--- src/rtl/sysid_timestamp_regs.sv ---
// ---------------------------------------------------------------------------
// sysid_timestamp_regs
//
// Avalon-MM control slave returning a system ID and a build timestamp, plus a
// free-running uptime counter, a host-writable scratch register and a
// capability word. Reads take one wait state: the register value is sampled
// on the strobe cycle and presented with readdatavalid two cycles after it.
//
// A read of the uptime low word (word 2) also latches the upper uptime bits
// into a snapshot register (word 3). This makes {word3, word2} one coherent
// uptime value even if the low word wraps between the two bus reads.
//
// Ports
//   clock          in   system clock
//   reset_n        in   asynchronous active-low reset
//   address        in   word address (ADDR_W)
//   read           in   read strobe, held by the master while waitrequest=1
//   write          in   write strobe (zero wait-state)
//   writedata      in   write data (DATA_W)
//   readdata       out  registered read data (DATA_W)
//   readdatavalid  out  one-cycle pulse qualifying readdata
//   waitrequest    out  high while a read is in flight
//   uptime_tick    out  one-cycle pulse when the low 32 uptime bits wrap
//
// Register map (word address)
//   0 ID_VALUE  1 TIMESTAMP  2 uptime[31:0]  3 snapshot (uptime high bits)
//   4 scratch (RW)  5 {UPTIME_W[7:0], DATA_W[7:0], 16'h0001}  6,7 zero
// ---------------------------------------------------------------------------
module sysid_timestamp_regs #(
    parameter logic [31:0] ID_VALUE  = 32'h0000_0000,
    parameter logic [31:0] TIMESTAMP = 32'h5664_D69D,
    parameter int          DATA_W    = 32,   // 16 or 32
    parameter int          UPTIME_W  = 48,   // 33..64
    parameter int          ADDR_W    = 3     // must be 3
) (
    input  logic              clock,
    input  logic              reset_n,
    input  logic [ADDR_W-1:0] address,
    input  logic              read,
    input  logic              write,
    input  logic [DATA_W-1:0] writedata,
    output logic [DATA_W-1:0] readdata,
    output logic              readdatavalid,
    output logic              waitrequest,
    output logic              uptime_tick
);

    localparam int HI_W = UPTIME_W - 32;
    localparam logic [UPTIME_W-1:0] UPTIME_ONE = 1;
    localparam logic [31:0] CAP_WORD = {8'(UPTIME_W), 8'(DATA_W), 16'h0001};

    typedef enum logic {IDLE, BUSY} state_e;

    state_e              state_q, state_d;
    logic [UPTIME_W-1:0] uptime_q, uptime_d;
    logic [HI_W-1:0]     snap_q, snap_d;
    logic [DATA_W-1:0]   scratch_q, scratch_d;
    logic [31:0]         src_q, src_d;        // value sampled at the strobe
    logic [DATA_W-1:0]   readdata_q, readdata_d;
    logic                rdv_q, rdv_d;
    logic                wait_q, wait_d;
    logic                tick_q, tick_d;
    logic [31:0]         reg_word;
    logic                rd_accept;
    logic                wr_accept;

    // A read wins over a simultaneous write; nothing is accepted while BUSY.
    assign rd_accept = (state_q == IDLE) && read;
    assign wr_accept = (state_q == IDLE) && write && !read && (address == ADDR_W'(4));

    // Register read mux, zero-extended to 32 bits and truncated on output.
    always_comb begin
        // NOTE: default first so every path assigns the signal and no latch is inferred.
        reg_word = 32'h0;
        case (address)
            ADDR_W'(0): reg_word = ID_VALUE;
            ADDR_W'(1): reg_word = TIMESTAMP;
            ADDR_W'(2): reg_word = uptime_q[31:0];
            ADDR_W'(3): reg_word = 32'(snap_q);
            ADDR_W'(4): reg_word = 32'(scratch_q);
            ADDR_W'(5): reg_word = CAP_WORD;
            default:    reg_word = 32'h0;
        endcase
    end

    // Datapath next-state: counter, wrap tick, snapshot, scratch.
    always_comb begin
        uptime_d  = uptime_q + UPTIME_ONE;
        tick_d    = (uptime_q[31:0] == 32'hFFFF_FFFF);
        snap_d    = (rd_accept && address == ADDR_W'(2)) ? uptime_q[UPTIME_W-1:32] : snap_q;
        scratch_d = wr_accept ? writedata : scratch_q;
    end

    // Read FSM: next-state logic.
    always_comb begin
        state_d = state_q;
        case (state_q)
            IDLE:    if (read) state_d = BUSY;
            BUSY:    state_d = IDLE;
            default: state_d = IDLE;
        endcase
    end

    // Read FSM: output logic (feeds the registered bus outputs).
    always_comb begin
        src_d      = src_q;
        readdata_d = readdata_q;
        rdv_d      = 1'b0;
        wait_d     = 1'b0;
        case (state_q)
            IDLE: begin
                if (rd_accept) begin
                    src_d  = reg_word;
                    wait_d = 1'b1;
                end
            end
            BUSY: begin
                readdata_d = src_q[DATA_W-1:0];
                rdv_d      = 1'b1;
            end
            default: ;
        endcase
    end

    // Read FSM state register and all other state.
    always_ff @(posedge clock or negedge reset_n) begin
        if (!reset_n) begin
            // NOTE: non-blocking assignments so every flop samples pre-edge values.
            state_q    <= IDLE;
            uptime_q   <= '0;
            snap_q     <= '0;
            scratch_q  <= '0;
            src_q      <= '0;
            readdata_q <= '0;
            rdv_q      <= 1'b0;
            wait_q     <= 1'b0;
            tick_q     <= 1'b0;
        end else begin
            state_q    <= state_d;
            uptime_q   <= uptime_d;
            snap_q     <= snap_d;
            scratch_q  <= scratch_d;
            src_q      <= src_d;
            readdata_q <= readdata_d;
            rdv_q      <= rdv_d;
            wait_q     <= wait_d;
            tick_q     <= tick_d;
        end
    end

    assign readdata      = readdata_q;
    assign readdatavalid = rdv_q;
    assign waitrequest   = wait_q;
    assign uptime_tick   = tick_q;

endmodule

--- config.mk ---
export PLATFORM = sky130hd
export DESIGN_NAME = sysid_timestamp_regs
export DESIGN_NICKNAME = d
export VERILOG_FILES = /design/src/rtl/sysid_timestamp_regs.sv
export SDC_FILE = /design/constraint.sdc
export NUM_CORES = 1
export LEC_CHECK = 0
export CAP_MARGIN = 20
export CORE_MARGIN = 10
export CORE_UTILIZATION = 56
export DETAILED_ROUTE_END_ITERATION = 10
export PLACE_DENSITY = 0.79
export SYNTH_ARGS = -nofsm -noshare
export SYNTH_HDL_FRONTEND = slang
export SYNTH_SLANG_ARGS = --single-unit
--- constraint.sdc ---
create_clock -name clock -period 2.2 [get_ports clock]
set_input_delay 0.55 -clock clock [delete_from_list [all_inputs] [get_ports clock]]
set_output_delay 0.55 -clock clock [all_outputs]
set_load 0.02 [all_outputs]
# After elaboration in Yosys (flattened, before gate mapping)
# Index checks and enable logic that the tools add are counted.
classes:
  addsub: 1
  n_eq_ne: 6
  muxes: 6
  bitwise_logic: 1
  reduce_logical: 7
op_table:
  columns: ["cell", "n"]
  rows:
  - ["32-bit one-hot mux with 5 select lines", 1]
  - ["48-bit by 1-bit adder with 48-bit output (second input constant)", 1]
  - ["32-bit == test (second input constant)", 1]
  - ["3-bit by 2-bit == test with 1-bit output (second input constant)", 2]
  - ["3-bit == test (second input constant)", 2]
  - ["1-bit logical AND", 5]
  - ["1-bit 2-to-1 mux", 4]
  - ["3-bit by 1-bit == test with 1-bit output (second input constant)", 1]
  - ["1-bit one-hot mux with 2 select lines", 1]
  - ["2-bit AND reduction", 1]
  - ["1-bit zero test", 1]
  - ["1-bit inverter", 1]
totals:
  regBits: 164
  input_bits: 39
  output_inout_bits: 35
  elab_cells: 30

# Longest topological paths before layout
logic_depth:
  depth_word: 4
  depth_mapped: 7
  depth_no_buf: 5

# Worst setup path after synthesis
# OpenSTA, ideal clock, no wires.
synth_path:
  path_kind: "input-to-reg"
  start: "in address[1]"
  end: "reg snap_q[10]"
  setup_time_ns: 0.125
  arrival_ns: 1.907
  required_time_ns: 2.075
  slack_ns: 0.168
  cell_stages: 6
  n_path_buf: 2
  path_cell_list: "buf_2 -> nor2b_1 -> nor2b_1 -> nand2_1 -> clkbuf_1 -> mux2_2"
synth_via:
  elab_chain_len: 2
synth_lines:
  columns: ["item", "line_no", "text"]
  rows:
  - ["start, declared", "38", "input logic [ADDR_W-1:0] address,"]
  - ["3-bit by 2-bit == test with 1-bit output", "90", "snap_d = (rd_accept && address == ADDR_W'(2)) ? uptime_q[UPTIME_W-1:32] : snap_q;"]
  - ["1-bit logical AND", "90", null]
  - ["end signal, assigned", "141", "snap_q <= snap_d;"]
  - ["end, declared", "56", "logic [HI_W-1:0] snap_q, snap_d;"]
# No other way between the ends.
# A chain may end at the register's enable or synchronous reset.

# Worst setup path in the final report
layout_path:
  start: "reg uptime_q[29]"
  end: "reg uptime_q[38]"
layout_via:
  elab_chain_len: 1
layout_lines:
  columns: ["item", "line_no", "text"]
  rows:
  - ["start, declared", "55", "logic [UPTIME_W-1:0] uptime_q, uptime_d;"]
  - ["start signal, assigned", "140", "uptime_q <= uptime_d;"]
  - ["48-bit by 1-bit adder with 48-bit output", "88", "uptime_d = uptime_q + UPTIME_ONE;"]
  - ["via uptime_d[38]", "55", null]
# The timed path passes the listed nets, and every way through them passes these cells.

==> out/metrics.yaml <==
status: "complete, no violations"
end_kind: "flip-flop"
synth_area_um2: 7040
cts_max_path_buffers: 2
tritoncts: "yes"
multi_input_area_um2: 2790
fin_area_um2: 8720
synth_edf_count: 0
num_vias: 4901
finalCriticalPeriod_ns: 2.01
period_share_pct: 91.4
syn-num-nets: 599
grt_use_total_pct: 19.8
synth_fa_ha_area_share_pct: 0.178
rows: 40
hold_viol_final: 0
initial_core_util_pct: 57.9
ys_warn_count: 0
synth_top_family_by_area: "multiplexers"
die-area_um2: 17500
drive_above_1_share_pct: 23.1
synthFlopType: "dfrtp_1"
fin_hold_ws_ns: 0.0639
routed_wl_mm: 16.7
critPathLaunch: "uptime_q[29]"
synth-compound-area-share_pct: 9.79
cts_resized: 0
globalplace.congestion: 0.882
fillers: 836
report.final.slew_viol_count: 0
die_h_um: 132
dr.pass1.iters: 5
rsz0062_at_grt: "no"
crit_required_ns: 2.54
ys_seq_area_share_pct: 57.9
relSlewSlack_pct: 62.2
grt_util_met2_pct: 30.9
cp_cell_sequence: "nand4_1 -> or4_4 -> nor4_1 -> xor2_1"
cts_hold_buf: 0
finalNonFillerCells: 829
path_class: "reg2reg"
register_area_um2: 4080
syn_area_per_cell_um2: 12.6
worstPathArrival_ns: 2.35
antenna_found_initial: 0
final_nets: 688
clock_sinks: 163
busiest_layer: "met2"
synthSimpleGateAreaFrac_pct: 11.1
routedWlPerCell_um: 20.2
fmax_ghz: 0.497
clock_skew_ns: 0.00639
syn_inst: 559
synth-xor-area-share_pct: 5.72
finalSetupViolCount: 0
maxCapViolCount: 0
diodes: 0
worstSetupStartpointType: "flip-flop"
final_common_cell: "dfrtp_1"
powerDensity_nw_per_um2: 850
p_leak_nw: 3.96
cts_made_buffers: 17
h-tree-depth: 4
dp_slack_ns: -0.0676
syn_to_final_growth_pct: 23.8
reg2reg_depth: 4
ios: 74
post_cts_buffers: 0
viasPerCell: 5.91
first_iter_violations: 386
grt_use_met1_pct: 26.1
ys_seq_elements: 163
route.detailed.drc: 0
fp.dieW_um: 132
cts.clk_slew.worst_paths_ns: 0.06
placed_cell_area_um2: 8090
cts-root-buf: "clkbuf_16"
coreArea_um2: 12200
dp_cells: 797
worstSkewPairLatency_ns: 0.42
path_max_fanout: 14
finalWorstSetupSlack_ns: 0.189
max_stage_delay_ns: 0.70
vdd_drop_max_v: 0.000543
r2r_start: "uptime_q[29]"
place_hpwl_mm: 12.1
synth_cell_types: 40
final_cell_mix: "dfrtp_1 (163), mux2_2 (80), clkdlybuf4s50_1 (72)"
async_flop_share_pct: 100
antenna_left: 0
io_buffers: 73
muxShareOfSynthArea_pct: 12.8
worst_slew_pin_slew_ns: 0.565
min_path_type: "in2async"
grt_pass1_vias: 5067
post-route-util_pct: 71.7
grt_pass1_wl_mm: 27.9
met3_usage_pct: 5.30
grt-ovfl-total: 0
critPathSlowestCell: "or4_4"
grt_start_max_net_pins: 49
==> kinds of logic after synthesis <==
family,count (synthesis)
flip-flops,163
AND/OR/NAND/NOR,133
AO/OA/AOI/OAI,98
multiplexers,80
XOR/XNOR,46
buffers and inverters,38
adder cells (fa/ha/maj),1
==> per-stage QoR <==
stage	total power, mW	TNS (ns)
2_1_floorplan	3.88	0
3_3_place_gp	4.29	-0.854
3_5_place_dp	4.34	-2.38
4_1_cts	7.45	0
5_1_grt	7.68	0
6_report	7.40	0
==> per-layer routing <==
| metal | wire [µm] | vias to the layer above |
|---|---|---|
| met1 | 7380 | 2518 |
| met5 | 0 | - |
| li1 | - | 2216 |
| met3 | 894 | 29 |
| met2 | 8130 | 138 |
| met4 | 310 | 0 |
==> power by group <==
group / switching, mW / internal [mW] / leakage, nW / total, mW
combinational: 0.402 / 0.460 / 1.48 / 0.861
sequential: 0.161 / 3.27 / 2.17 / 3.43
clock: 1.13 / 1.99 / 0.307 / 3.12
==> flip-flops by register name, indices dropped and copies added (netlist names) <==
name,flops
readdata,32
uptime_tick,1
readdatavalid,1
scratch_q,32
src_q,32
state_q,1
uptime_q,48
snap_q,16
==> critical path, delay by kind of cell, from the launching register on <==
kind,cells,cell delay (ns)
simple gates,3,1.28
xor+xnor,1,0.19
flops,1,0.46
==> final cells by class <==
cell class	count	area share, %
clock buffer	23	5.48
clock inverter	9	1.74
inverter	6	0.258
multi-input combinational	358	32.0
sequential	163	46.8
tap	168	2.41
timing repair buffer	102	11.3
==> cells in the mapped netlist, drive strengths merged (6+ instances only) <==
master	n	area share, %
a2bb2oi	14	1.7
xnor2	28	3.5
mux2	80	13
nor2	10	0.53
nand2	36	1.9
and2	6	0.53
o21ai	27	1.9
inv	6	0.32
nor4	20	2.6
a22oi	11	1.2
buf	12	1.1
a22o	16	2.0
clkbuf	20	1.1
xor2	18	2.2
nand4	19	1.9
a21o	8	0.85
a21oi	7	0.50
nand3	20	1.5
and4	6	0.75
dfrtp	163	58
==> path summary, 6_finish.rpt <==
kind,endpoint,slack (ns)
max in group asynchronous,src_q[8],1.44
min,uptime_q[1],0.06
max reg2reg,uptime_q[38],0.19
min in group clock,uptime_q[47],0.46
min reg2reg,uptime_q[47],0.46
max,uptime_q[38],0.19
No activity file was read; power rests on OpenSTA's default activity.
==> RTL edit 1, RTL diff (same flow settings) <==
Reset style: synchronous (`reset_n`), changed in one clocked block. Comments in the files are not updated.
--- a/src/rtl/sysid_timestamp_regs.sv
+++ b/src/rtl/sysid_timestamp_regs.sv
@@ -123,7 +123,7 @@
     end
 
     // Read FSM state register and all other state.
-    always_ff @(posedge clock or negedge reset_n) begin
+    always_ff @(posedge clock) begin
         if (!reset_n) begin
             // NOTE: non-blocking assignments so every flop samples pre-edge values.
             state_q    <= IDLE;
Behaviour: differs if reset_n is asserted again (counterexample within 4 cycles, from zero or initial values and one cycle with reset_n low); with reset_n held inactive, the same outputs for 10 cycles.
==> RTL edit 1 against the original RTL <==
  * Worst setup slack got worse by 0.053 ns
  * Sequential cell count increased by 1
  * Fmax decreased by 2.5%
  * Wire length increased by 7.5%
  * Critical path depth increased by 2
  * Non-clock buffer count increased by 17
  * Sequential share of layout area decreased by 8.4 points
  * Die area decreased by 3.0%
  * Area after synthesis decreased by 3.6%
  * Synthesized cell count increased by 45%
  * Cell area decreased by 1.9%
Power is not compared: it rests on default switching activity, and its combinational part moved more than twofold at a synthesized area within 25%.
==> RTL edit 1: results (changes against the original RTL) <==
Final layout
  • Non-clock buffer share: 13.61% (was 11.33%)
  • Register share of the cell area: 38.41% (was 46.80%)
  • Layout clock buffers: 20 (was 23)
  • Clk cell area share: 7.141% (was 7.221%)
  • Number of signal-net buffers in the layout: 119 (was 102)
  • Nets: 934 (was 688)
  • Non-clock inverters: 15 (was 6)
  • Fillers: 899 (was 836)
  • Multi-input comb cells: 577 (was 358)

Global route
  • Global routing usage on met1: 26.35% (was 26.12%)
  • Vias in the first global route: 5891 (was 5067)
  • Largest net degree at the start of global routing: 52 (was 49)
  • GRT Resource Usage Total: 21.30% (was 19.81%)
  • Met3 usage: 5.030% (was 5.297%)

Worst hold path
  • Worst Hold Class: flip-flop to flip-flop (was input pin to async pin)

Yosys
  • Sequential share of the synthesized area: 48.34% (was 57.91%)
  • Post-Synth Adder-Cell Area: 0.1842% (was 0.1777%)
  • Synth cell types: 41 (was 40)
  • Async set or reset register ratio after synthesis: 0% (was 100.0%)
  • Compound-Gate Fraction of Synth Area: 14.00% (was 9.789%)
  • Mux contribution to synthesized area: 6.338% (was 12.79%)
  • Post-Synth XOR/XNOR Area: 3.482% (was 5.720%)
  • Syn nets: 850 (was 599)
  • Commonest cells post-synth: 164 x dfxtp_1, 140 x nand2_1, 96 x nor2_1 (was 163 x dfrtp_1, 80 x mux2_2, 36 x nand2_1)

STA
  • Final worst-path cycle share: 93.80% (was 91.41%)
  • Clk_skew: 0.007880 ns (was 0.006395 ns)
  • Slew HR: 62.14% (was 62.17%)

Routing
  • DRT met1 WL: 7721 µm (was 7377 µm)
  • Routed wl met3: 1162 µm (was 894 µm)
  • Vias: 6032 (was 4901)
  • Met2 wire length: 8692 µm (was 8132 µm)
  • Initial detailed-routing violation count: 588 (was 386)
  • Final WL: 17970 µm (was 16710 µm)

Run status
  • Status: completed (unchanged)

Critical path
  • Register-to-Register Setup Slack: 0.14 ns (was 0.19 ns)
  • Crit-path slowest cell: or4_1 (was or4_4)
  • Arr. time, crit path: 2.42 ns (was 2.35 ns)
  • Crit-path max FO: 9 (was 14)
  • R2R Path Start: uptime_q[16]$_SDFF_PN0_ (was uptime_q[29]$_DFF_PN0_)
  • Max incr delay on CP: 0.51 ns (was 0.70 ns)

Clocking
  • CTS sink cnt: 164 (was 163)

Power and ir drop
  • Logic gate share of total power: between 6 and 7%

Placement
  • DP Wirelength: 12760 µm (was 12060 µm)
  • GP Congestion: 0.9023 (was 0.8821)
  • DP Worst Slack: -0.09802 ns (was -0.06761 ns)
## RTL edit 1: cell count changes after synthesis, moves of 43 or more
cell / delta
a21oi_1: +80
dfrtp_1: -163
dfxtp_1: +164
mux2_2: -80
mux2i_1: +43
nand2_1: +104
nor2_1: +86
## RTL edit 1: worst max-delay path, delay by kind of cell, from the launching register on
| family | cells | cell delay, ns |
|---|---|---|
| DFF | 1 | 0.46 |
| AOI/OAI and AO/OA | 1 | 0.17 |
| buffers and inverters | 1 | 0.21 |
| and+or+nand+nor | 4 | 1.16 |
## RTL edit 1: through the flow
step                std cells  setup TNS (ns)  instance area (µm²)  hold slack (ns)
floorplan                 810               0                 6792           0.4332
global placement         1022         -0.1988                 7940           0.4445
detailed placement       1022         -0.7358                 7940           0.4476
CTS                      1054               0                 8551           0.4561
global route             1054               0                 8551           0.4715
finish                   1054               0                 8551           0.4559
==> RTL edit 2, RTL diff (same flow settings) <==
Without the edit above. Change the parameter `UPTIME_W` from 48 to 44.
--- a/src/rtl/sysid_timestamp_regs.sv
+++ b/src/rtl/sysid_timestamp_regs.sv
@@ -30,7 +30,7 @@
     parameter logic [31:0] ID_VALUE  = 32'h0000_0000,
     parameter logic [31:0] TIMESTAMP = 32'h5664_D69D,
     parameter int          DATA_W    = 32,   // 16 or 32
-    parameter int          UPTIME_W  = 48,   // 33..64
+    parameter int          UPTIME_W  = 44,   // 33..64
     parameter int          ADDR_W    = 3     // must be 3
 ) (
     input  logic              clock,
Function: changed (a bounded check fails within 4 cycles, from zero or initial values and one cycle with reset_n low).
==> RTL edit 2 against the original RTL <==
  * Wire length shrank 9.3%
  * Sequential cell count shrank 8
  * Clock skew is essentially flat
  * Worst setup slack lost 0.11 ns
  * Combinational power grew 2%
  * Power shrank 8.0%
  * Largest cell class unchanged
  * Cell area shrank 5.7%
  * Area after synthesis shrank 4.9%
  * Core utilization shrank 0.60 points
==> RTL edit 2: results (changes against the original RTL) <==
Routing
  • Initial detailed-routing violation count: 294 (was 386)
  • Final WL: 15160 µm (was 16710 µm)
  • Routed len/inst: 19.98 µm (was 20.16 µm)
  • DRT met1 WL: 6421 µm (was 7377 µm)
  • Met2 wire length: 7640 µm (was 8132 µm)

Final layout
  • Multi-input comb cells: 324 (was 358)
  • Fillers: 806 (was 836)
  • Share of cells above drive strength 1: 18.83% (was 23.15%)
  • Max FFs per register: 44 (was 48)
  • Non-clock buffer share: 11.86% (was 11.33%)
  • Area of the multi-input gates: 2645 µm² (was 2788 µm²)
  • Register share of the cell area: 47.19% (was 46.80%)
  • Layout clock buffers: 26 (was 23)
  • Clk cell area share: 6.318% (was 7.221%)

Global route
  • First-pass GRT wire length: 25100 µm (was 27860 µm)
  • Vias in the first global route: 4749 (was 5067)
  • GRT Resource Usage Total: 19.24% (was 19.81%)
  • Grt met2 use: 31.16% (was 30.94%)

Placement
  • Dpl cells: 730 (was 797)
  • DP Wirelength: 10980 µm (was 12060 µm)
  • DP Worst Slack: -0.06773 ns (was -0.06761 ns)

Critical path
  • Max incr delay on CP: 0.67 ns (was 0.70 ns)
  • WP buf/inv: 1 (was 0)
  • CP delay by family, top: buffers and inverters (was simple AND/OR/NAND/NOR gates)
  • Crit-path slowest cell: clkdlybuf4s50_1 (was or4_4)
  • Crit-path max FO: 5 (was 14)

Run status
  • Status: completed (unchanged)

Yosys
  • Syn_area_per_cell: 12.96 µm² (was 12.60 µm²)
  • Mux contribution to synthesized area: 12.78% (was 12.79%)
  • Synth area leaders: dfrtp_1 58%, mux2_2 6.7%, mux2_1 6.1% (was dfrtp_1 58%, mux2_2 13%, xnor2_1 3.5%)
  • Post-Synth Adder-Cell Area: 0.1868% (was 0.1777%)
  • Sequential share of the synthesized area: 57.90% (was 57.91%)
  • Post-Synth XOR/XNOR Area: 5.491% (was 5.720%)
  • Syn nets: 557 (was 599)
  • Synth cell types: 45 (was 40)
  • Compound-Gate Fraction of Synth Area: 9.563% (was 9.789%)
  • Commonest cells post-synth: 155 x dfrtp_1, 40 x mux2_2, 36 x mux2_1 (was 163 x dfrtp_1, 80 x mux2_2, 36 x nand2_1)

Power and ir drop
  • Power Density: 828.8 nW/µm² (was 849.6 nW/µm²)
  • Logic gate share of total power: 12.9% (was 11.6%)
  • Switching fraction of total power: 23.81% (was 22.86%)
  • Leakage: 3.817 nW (was 3.957 nW)
  • IR drop worst, VDD: 0.4988 mV (was 0.5433 mV)

Die
  • Tap cells: 143 (was 168)

Clocking
  • CTS sink cnt: 155 (was 163)

STA
  • FMAX: 471.5 MHz (was 497.2 MHz)
  • Worst hold slack: 0.04756 ns (was 0.06394 ns)
  • Clk_skew: 0.006394 ns (was 0.006395 ns)
  • Slew HR: 55.62% (was 62.17%)
==> RTL edit 2: cell count changes in the layout (fill, tap and decap cells not counted), sizes merged, moves of 9 or more <==
cell | before | now
nand2 | 36 | 27
xnor2 | 28 | 15
a2bb2oi | 14 | 0
a22o | 16 | 28
xor2 | 18 | 27
nor4 | 20 | 10
nand4 | 19 | 9
o21ai | 27 | 9
nor3 | 4 | 14
==> RTL edit 2: path summary, 6_finish.rpt <==
check                                       startpoint                        end  cells past startpoint
max in group asynchronous                      reset_n  scratch_q[12]$_DFFE_PN0P_                      2
worst min-delay path                           reset_n     uptime_q[34]$_DFF_PN0_                      1
min in group clock              uptime_q[35]$_DFF_PN0_     uptime_q[35]$_DFF_PN0_                      1
worst max register to register  uptime_q[20]$_DFF_PN0_     uptime_q[33]$_DFF_PN0_                      4
worst min register to register  uptime_q[35]$_DFF_PN0_     uptime_q[35]$_DFF_PN0_                      1
worst max-delay path                 state_q$_DFF_PN0_                waitrequest                      1
